File: src/rtl/conv_row_stationary_core.sv
// 7x7 ifmap by 3x3 filter valid convolution, row-stationary style.
// Operands stream in from an internal ROM over a fixed 72-slot schedule;
// filter row u is then swept across all five output rows, one row per cycle.
module conv_row_stationary_core #(
  parameter int unsigned DW    = 16,
  parameter int unsigned AW    = 6,
  parameter int unsigned SLOTS = 72
) (
  input  logic          clk,
  input  logic          rst,
  input  logic          en,
  input  logic [AW-1:0] addr,
  input  logic          read,
  output logic [DW-1:0] DATA_OUT [0:4][0:4]
);

  localparam int unsigned SW = $clog2(SLOTS);

  typedef enum logic [1:0] {IDLE, ARMED, RUN, DRAIN} state_e;

  state_e        state_q, state_d;
  logic [SW-1:0] s_q, s_d;
  logic [1:0]    d_q, d_d;

  logic [DW-1:0] img_q  [0:6][0:6];
  logic [DW-1:0] img_d  [0:6][0:6];
  logic [DW-1:0] w_q    [0:2][0:2];
  logic [DW-1:0] w_d    [0:2][0:2];
  logic [DW-1:0] psum_q [0:4][0:4];
  logic [DW-1:0] psum_d [0:4][0:4];
  logic [DW-1:0] dout_q [0:4][0:4];
  logic [DW-1:0] dout_d [0:4][0:4];
  logic [DW-1:0] pe_c   [0:4][0:4];

  logic          arm_c, load_c, acc_c, wr_c;
  logic [DW-1:0] rom_c, sample_c;
  logic          slot_img_c, slot_w_c;
  logic [2:0]    irow_c, icol_c;
  logic [1:0]    wrow_c, wcol_c;
  logic [SW-1:0] off_c;
  logic [1:0]    u_c;

  // State register
  always_ff @(posedge clk or negedge rst) begin
    if (!rst) state_q <= IDLE;
    else      state_q <= state_d;
  end

  // Next-state: en always wins and re-arms
  always_comb begin
    state_d = state_q;
    if (en) begin
      state_d = ARMED;
    end else begin
      case (state_q)
        ARMED:   state_d = RUN;
        RUN:     if (s_q == SW'(SLOTS - 1)) state_d = DRAIN;
        DRAIN:   if (d_q == 2'd3) state_d = IDLE;
        default: state_d = state_q;
      endcase
    end
  end

  // Control strobes decoded from the current state
  always_comb begin
    arm_c  = en;
    load_c = (state_q == RUN) && !en;
    acc_c  = (state_q == DRAIN) && (d_q != 2'd3) && !en;
    wr_c   = (state_q == DRAIN) && (d_q == 2'd3) && !en;
  end

  // Operand ROM: pixels 0..48, unit weights 49..57, zero above
  always_comb begin
    rom_c = '0;
    if (addr < AW'(49))      rom_c = DW'(addr);
    else if (addr < AW'(58)) rom_c = DW'(1);
    sample_c = read ? rom_c : '0;
  end

  // Slot decode: which register (if any) the current sample lands in
  always_comb begin
    slot_img_c = 1'b0;
    slot_w_c   = 1'b0;
    irow_c     = '0;
    icol_c     = '0;
    wrow_c     = '0;
    wcol_c     = '0;
    off_c      = '0;
    if (s_q < SW'(7)) begin
      slot_img_c = 1'b1; irow_c = 3'd2; off_c = s_q;
    end else if (s_q < SW'(12)) begin
      wrow_c = 2'd2; off_c = s_q - SW'(7);
    end else if (s_q < SW'(19)) begin
      slot_img_c = 1'b1; irow_c = 3'd1; off_c = s_q - SW'(12);
    end else if (s_q < SW'(24)) begin
      wrow_c = 2'd1; off_c = s_q - SW'(19);
    end else if (s_q < SW'(31)) begin
      slot_img_c = 1'b1; irow_c = 3'd0; off_c = s_q - SW'(24);
    end else if (s_q < SW'(36)) begin
      wrow_c = 2'd0; off_c = s_q - SW'(31);
    end else if (s_q < SW'(45)) begin
      irow_c = 3'd3; off_c = s_q - SW'(36);
    end else if (s_q < SW'(54)) begin
      irow_c = 3'd4; off_c = s_q - SW'(45);
    end else if (s_q < SW'(63)) begin
      irow_c = 3'd5; off_c = s_q - SW'(54);
    end else begin
      irow_c = 3'd6; off_c = s_q - SW'(63);
    end
    // Weight slots are the 5-wide groups below 36; image rows 3..6 are 9-wide
    if (s_q >= SW'(36)) slot_img_c = (off_c < SW'(7));
    else if (!slot_img_c) slot_w_c = (off_c < SW'(3));
    icol_c = off_c[2:0];
    wcol_c = off_c[1:0];
  end

  // PE(u,r) row partial sums for the filter row selected by the drain counter
  always_comb begin
    u_c = (d_q == 2'd3) ? 2'd0 : d_q;
    for (int r = 0; r < 5; r++) begin
      for (int c = 0; c < 5; c++) begin
        pe_c[r][c] = '0;
        for (int v = 0; v < 3; v++) begin
          pe_c[r][c] = pe_c[r][c] + w_q[u_c][v] * img_q[3'(r) + 3'(u_c)][3'(c + v)];
        end
      end
    end
  end

  // Datapath next values: counters, operand capture, vertical accumulation, output
  always_comb begin
    s_d    = s_q;
    d_d    = d_q;
    img_d  = img_q;
    w_d    = w_q;
    psum_d = psum_q;
    dout_d = dout_q;
    if (arm_c) begin
      s_d = '0;
      d_d = '0;
      for (int r = 0; r < 5; r++)
        for (int c = 0; c < 5; c++)
          psum_d[r][c] = '0;
    end
    if (load_c) begin
      s_d = (s_q == SW'(SLOTS - 1)) ? '0 : s_q + SW'(1);
      if (slot_img_c) img_d[irow_c][icol_c] = sample_c;
      if (slot_w_c)   w_d[wrow_c][wcol_c]   = sample_c;
    end
    if (acc_c) begin
      d_d = d_q + 2'd1;
      for (int r = 0; r < 5; r++)
        for (int c = 0; c < 5; c++)
          psum_d[r][c] = psum_q[r][c] + pe_c[r][c];
    end
    if (wr_c) begin
      d_d    = '0;
      dout_d = psum_q;
    end
  end

  // Datapath registers
  always_ff @(posedge clk or negedge rst) begin
    if (!rst) begin
      s_q    <= '0;
      d_q    <= '0;
      img_q  <= '{default: '0};
      w_q    <= '{default: '0};
      psum_q <= '{default: '0};
      dout_q <= '{default: '0};
    end else begin
      s_q    <= s_d;
      d_q    <= d_d;
      img_q  <= img_d;
      w_q    <= w_d;
      psum_q <= psum_d;
      dout_q <= dout_d;
    end
  end

  assign DATA_OUT = dout_q;

endmodule

File: config.mk
export PLATFORM = sky130hd
export DESIGN_NAME = conv_row_stationary_core
export DESIGN_NICKNAME = d
export VERILOG_FILES = /design/src/rtl/conv_row_stationary_core.sv
export SDC_FILE = /design/constraint.sdc
export NUM_CORES = 2
export LEC_CHECK = 0
export ABC_CLOCK_PERIOD_IN_PS = 9300
export CAP_MARGIN = 20
export CORE_MARGIN = 2
export CORE_UTILIZATION = 50
export CTS_CLUSTER_SIZE = 24
export DETAILED_ROUTE_END_ITERATION = 8
export PLACE_DENSITY = 0.71
export SYNTH_ARGS = -nofsm -noshare
export SYNTH_HDL_FRONTEND = slang
export SYNTH_SLANG_ARGS = --single-unit
File: constraint.sdc
create_clock -name clk -period 9.3 [get_ports clk]
set_input_delay 0.93 -clock clk [delete_from_list [all_inputs] [get_ports clk]]
set_output_delay 0.93 -clock clk [all_outputs]
set_load 0.03 [all_outputs]
### Word-level counts from Yosys, hierarchy flattened

Cells that the tools add are included.

* bitwise operators: 10
* add/subtract/negate cells: 45
* $lt $le $gt $ge: 28
* multiplexer cells: 74
* multipliers: 30
* reduce and logical (&&, ||, !) cells: 17
* eq/ne operators: 8

Operators with widths (number)
* $bmux W112 S3: 5
* $mux W112: 11
* $mux W400: 2
* $bwmux W784: 1
* $add A16 B16 Y16: 30
* $mul A16 B16 Y16: 30
* $demux W112 S3: 1
* $bwmux W144: 1
* $mux W48: 3
* $bmux W48 S2: 1
* $demux W48 S2: 1
* $mux W7: 12
* $demux W16 S3: 1
* $mux W16: 3
* $demux W16 S2: 1
* $ge A4 B4 Y1 const B: 7
* $lt A7 B6 Y1 const B: 4
* $sub A7 B6 Y7 const B: 4
* $mux W2: 12
* $not A3 Y4: 6
* $lt A7 B5 Y1 const B: 3
* $mux W3: 7
* $sub A7 B5 Y7 const B: 3
* $lt A7 B3 Y1 const B: 2
* other kinds (31): 61

* word-level logic and storage cells: 323
* input bits: 10
* register bits: 1739
* output and inout bits: 400

### Depth between registers and ports, before layout

* depth after elaboration: 18
* depth in mapped cells: 36
* mapped depth without buffers: 32

### Least setup slack after synthesis

OpenSTA, ideal clock, no wires.

* kind: register to register
* start: register d_q[1]
* end: register psum_q[79] (netlist bit)
* stages on the path, launching flop included: 34
* setup slack: -0.068 ns
* period minus slack after synthesis: 9.368 ns
* buffers on the path: 5
* library setup time: 0.078 ns
* arrival time: 9.290 ns
* data required time: 9.222 ns
* cells stage by stage: dfrtp_1 -> inv_1 -> ha_1 -> clkbuf_1 -> buf_1 -> clkbuf_1 -> buf_1 -> clkbuf_1 -> nor2_1 -> a21oi_1 -> nor2_1 -> fa_1 -> fa_1 -> inv_1 -> fa_1 -> inv_1 -> ha_1 -> fa_1 -> fa_1 -> inv_1 -> fa_1 -> inv_1 -> fa_1 -> inv_1 -> fa_1 -> inv_1 -> ha_1 -> a21o_1 -> a2111oi_0 -> nor3_1 -> o31ai_1 -> xor2_1 -> or3_1 -> a21oi_1

* cells in the longest elaborated chain, start to end: 12
* elaborated cells on any way between the ends: 22

Ends and longest elaborated chain
* from (decl): RTL line 23 `logic [1:0] d_q, d_d;`
* from (signal assigned): RTL line 166 `d_q <= '0;`
* from (signal assigned): RTL line 173 `d_q <= d_d;`
* $eq A2 B2 Y1: RTL line 119 `u_c = (d_q == 2'd3) ? 2'd0 : d_q;`
* $mux W2: RTL line 119
* $add A3 B2 Y3
* $not A3 Y4
* $bmux W112 S3: RTL line 124 `pe_c[r][c] = pe_c[r][c] + w_q[u_c][v] * img_q[3'(r) + 3'(u_c)][3'(c + v)];`
* $mux W112 (not written as such) (2 in a row): RTL line 124
* $mul A16 B16 Y16: RTL line 124
* $add A16 B16 Y16 (2 in a row): RTL line 124
* $add A16 B16 Y16: RTL line 154 `psum_d[r][c] = psum_q[r][c] + pe_c[r][c];`
* $mux W400: RTL line 150 `if (acc_c) begin`
* to (signal assigned): RTL line 176 `psum_q <= psum_d;`
* to (decl): RTL line 29 `logic [DW-1:0] psum_q [0:4][0:4];`

Parallel ways exist; a longest one is shown, timed or not. The select of a mux whose other input is x is not followed.
A chain may end at the register's enable or synchronous reset.

### Worst setup path in the final report

* start: register d_q[1]
* end: register psum_q[63] (netlist bit)

* cells in the longest elaborated chain, start to end: 12
* elaborated cells on any way between the ends: 22

Ends and longest elaborated chain (RTL line)
* $eq A2 B2 Y1: 119
* $mux W2: 119
* $add A3 B2 Y3
* $not A3 Y4
* $bmux W112 S3: 124
* $mux W112
* $mux W112 (not written as such): 124
* $mul A16 B16 Y16: 124
* $add A16 B16 Y16 (2 in a row): 124
* $add A16 B16 Y16: 154
* $mux W400: 150

Parallel ways exist; a longest one is shown, timed or not. The select of a mux whose other input is x is not followed.

==> impl_metrics.csv <==
group,metric,value,unit
grt,track_usage,28.4,%
critical_path,cp.required,9.90,ns
critical_path,r2r_slack,0.29,ns
timing,rsz0062_at_grt,"no",
grt,grt_pass1_wl,346000,um
logic_synthesis,synth_edf_count,0,
logic_synthesis,synth_warnings,0,
logic_synthesis,synth-compound-area-share,5.55,%
pwr,netSwitchingPower,2.06,mW
die,die_x,398,um
die,row_count,144,
clocking,cts_tree,"yes",
critical_path,path_common_cell,"fa_1",
routing,dr.pass1.iters,6,
logic_synthesis,synthArstFlopShare,100,%
logic_synthesis,syn_area,0.0775,mm2
place,gp_congestion,0.972,
grt,grt_overflow,0,
clocking,hold_buffers,0,
logic_synthesis,synthSimpleGateAreaFrac,10.6,%
routing,vias,56761,
logic_synthesis,ys_ff_latch,553,
timing,fin_crit_sh,96.9,%
pwr,leakage,46.6,nW
routing,ant_nets,0,
job,cap_violations,0,
logic_synthesis,synth_ff_type,"dfrtp_1",
timing,finalCriticalPeriod,9.01,ns
timing,slew_headroom,20.1,%
pwr,ir_worst_vdd,0.134,mV
place,dp_hpwl,175000,um
finish,final_layout_size_suffix_gt1_share,11.1,%
place,io_buffers,169,
timing,fin_hold_ws,0.209,ns
routing,post-route-drc-count,0,
timing,skew,0.0333,ns
timing,fmax,0.111,GHz
die,die_y,398,um
finish,fin_nets,10602,
clocking,cts_sinks,553,
routing,wl_per_cell,20.8,um
timing,max_slew.worst_pin.slew,1.19,ns
logic_synthesis,postSynthAreaPerCell,9.39,um2
die,start_util,50.3,%
timing,fin_tns_setup,0,ns
timing,setup_viol,0,
logic_synthesis,yosys.area_share.adder,43.8,%
timing,slew_viol_final,0,
pwr,p_int,4.52,mW
grt,grt_pass1_vias,59681,
clocking,cts_max_level,3,
logic_synthesis,seq_area_frac_synth,17.9,%
pwr,power.density,77.3,mW/mm2
routing,drt_wl_total,219000,um
grt,antenna_found_initial,11,
logic_synthesis,synth_top_family_by_area,"adder cells",
die,fp.coreArea,0.154,mm2
die,ios,410,
pwr,netSwitchingFraction,31.3,%
critical_path,critPathMaxFanout,46,
critical_path,critPathMaxStageDelay,0.54,ns
clocking,cts_buffer_depth,3,
pwr,clock_power_share,45.3,%
clocking,root_buffer,"clkbuf_16",
routing,drt_iter0_drc,4231,
die,fp.dieArea,0.158,mm2
logic_synthesis,synth_cell_types,86,
clocking,clkLatencyLatePin,0.70,ns
critical_path,arrival,9.61,ns
finish,syn_to_final_growth,9.67,%
clocking,clk_pin_slew_worst_paths,0.06,ns
run_status,status,"finished clean",
critical_path,worst_path_max_delay_cell,"fa_1",
critical_path,end_kind,"flop",
logic_synthesis,syn_inst,8250,
timing,hold_viol_final,0,
critical_path,start_kind,"flop",
critical_path,crit_type,"reg2reg",
clocking,cts_inserted_buffers,71,
finish,fillers,13630,
routing,via_per_inst,5.37,
logic_synthesis,synth_xor_area_share,1.04,%
pwr,seqPwrFrac,38.0,%
logic_synthesis,synth.area.mux_share,8.70,%
grt,grt_max_degree,154,
worst_hold_path,hold_class,"in2async",
pwr,comb_power_share,16.7,%
==> power by group through the flow <==
stage	logic, mW	registers, mW	clock network, mW
final	1.10	2.50	2.98
after global routing	1.16	2.50	3.13
after CTS	1.06	2.50	3.04
after detailed placement	1.06	2.54	0
after global placement	1.05	2.54	0
after floorplan	0.694	2.55	0
==> synth_stat cells (72+ instances only) <==
cell type  number  area share, %
mux2i_1       123            1.6
nand2_1       634            3.1
dfrtp_1       553             18
ha_1         1159             19
nor2_1        874            4.2
buf_4         243            2.4
o21ai_0       169            1.1
and2_1         72           0.58
fa_1          970             25
inv_1        1740            8.4
a21oi_1       277            1.8
mux2_2        344            5.0
clkbuf_1      288            1.4
==> area by class of cell <==
cell class                      count  area (um2)  area share (%)
Sequential cell                   553       13800            16.3
Inverter                         1744        6550            7.70
Antenna cell                        4        10.0          0.0118
Clock inverter                     29         424           0.499
Timing Repair Buffer              469        4370            5.15
Clock buffer                       99        2050            2.42
Multi-Input combinational cell   5624       55200            64.9
Tap cell                         2044        2560            3.01
==> state kept, by name, summed over array words and instances, names as in the netlist <==
register,count
DATA_OUT,160
d_q,2
state_q,2
w_q,54
s_q,7
psum_q,160
img_q,168
==> metrics by stage <==
stage	setup slack, ns	power, mW	util (%)	cells	cell area [um2]
3_5_place_dp	0.135	3.60	53.4	10423	82300
2_1_floorplan	0.101	3.24	-	8489	78400
5_1_grt	0.0144	6.80	55.2	10562	85000
4_1_cts	0.0929	6.60	55.0	10551	84800
6_report	0.290	6.57	55.2	10566	85000
3_3_place_gp	0.323	3.59	53.4	10423	82300
==> layer usage <==
metal	track usage [%]	routed length [um]	vias to the layer above
met1	38.7	92500	28652
met3	4.54	16000	429
met2	45.8	102000	1905
met4	10.7	8830	2
met5	0	17	-
li1	-	-	25773
==> kinds of logic (layout without fill, tap and decap cells) <==
logic type               count (synthesis)  in the layout
multiplexers                           547            547
other                                    1            244
AND/OR/NAND/NOR                       1912           1912
XOR/XNOR                                92             92
AO/OA/AOI/OAI                          704            704
adder cells (fa/ha/maj)               2129           2129
buffers and inverters                 2312           2341
flip-flops                             553            553
==> placed cells by master (no fill, tap or decap), drive strengths merged, types with 8 or more instances in the layout <==
master	instances
mux4	63
clkbuf	100
nor3	55
fa	970
buf	301
o22a	9
a21oi	278
o21ai	182
nor2b	20
a21o	71
o2111ai	8
conb	240
o21a	19
and3	16
o211ai	8
or2	44
clkinv	15
or3	35
nand2b	57
inv	1745
nand3	72
nand2	634
clkdlybuf4s50	167
xor2	25
xnor2	67
mux2	361
a211oi	46
nor2	875
o31ai	8
dfrtp	553
mux2i	123
and2	73
ha	1159
nor4	10
==> path summary, 6_finish.rpt <==
path | start | endpoint | depth (start not counted)
max | d_q[1]$_DFFE_PN0P_ | psum_q[63]$_DFFE_PN0P_ | 31
min | rst | psum_q[239]$_DFFE_PN0P_ | 1
max reg2reg | d_q[1]$_DFFE_PN0P_ | psum_q[63]$_DFFE_PN0P_ | 31
min reg2reg | DATA_OUT[388]$_DFFE_PN0P_ | DATA_OUT[388]$_DFFE_PN0P_ | 2
max in group asynchronous | rst | img_q[210]$_DFFE_PN0P_ | 3
min in group clk | DATA_OUT[388]$_DFFE_PN0P_ | DATA_OUT[388]$_DFFE_PN0P_ | 2
==> repair_timing <==
item / in CTS / in global routing
endpoints found under the setup margin: 0 / 16
setup buffers: 0 / 11
resized for setup: 0 / 11
==> worst max-delay path, delay by kind of cell (launching register included) <==
family | cells | cell delay (ns)
fa+ha+maj | 11 | 4.77
xor+xnor | 1 | 0.12
simple gates | 4 | 0.83
flops | 1 | 0.50
buf+inv | 10 | 1.36
compound gates | 5 | 1.29
No activity file was read; power rests on OpenSTA's default activity.
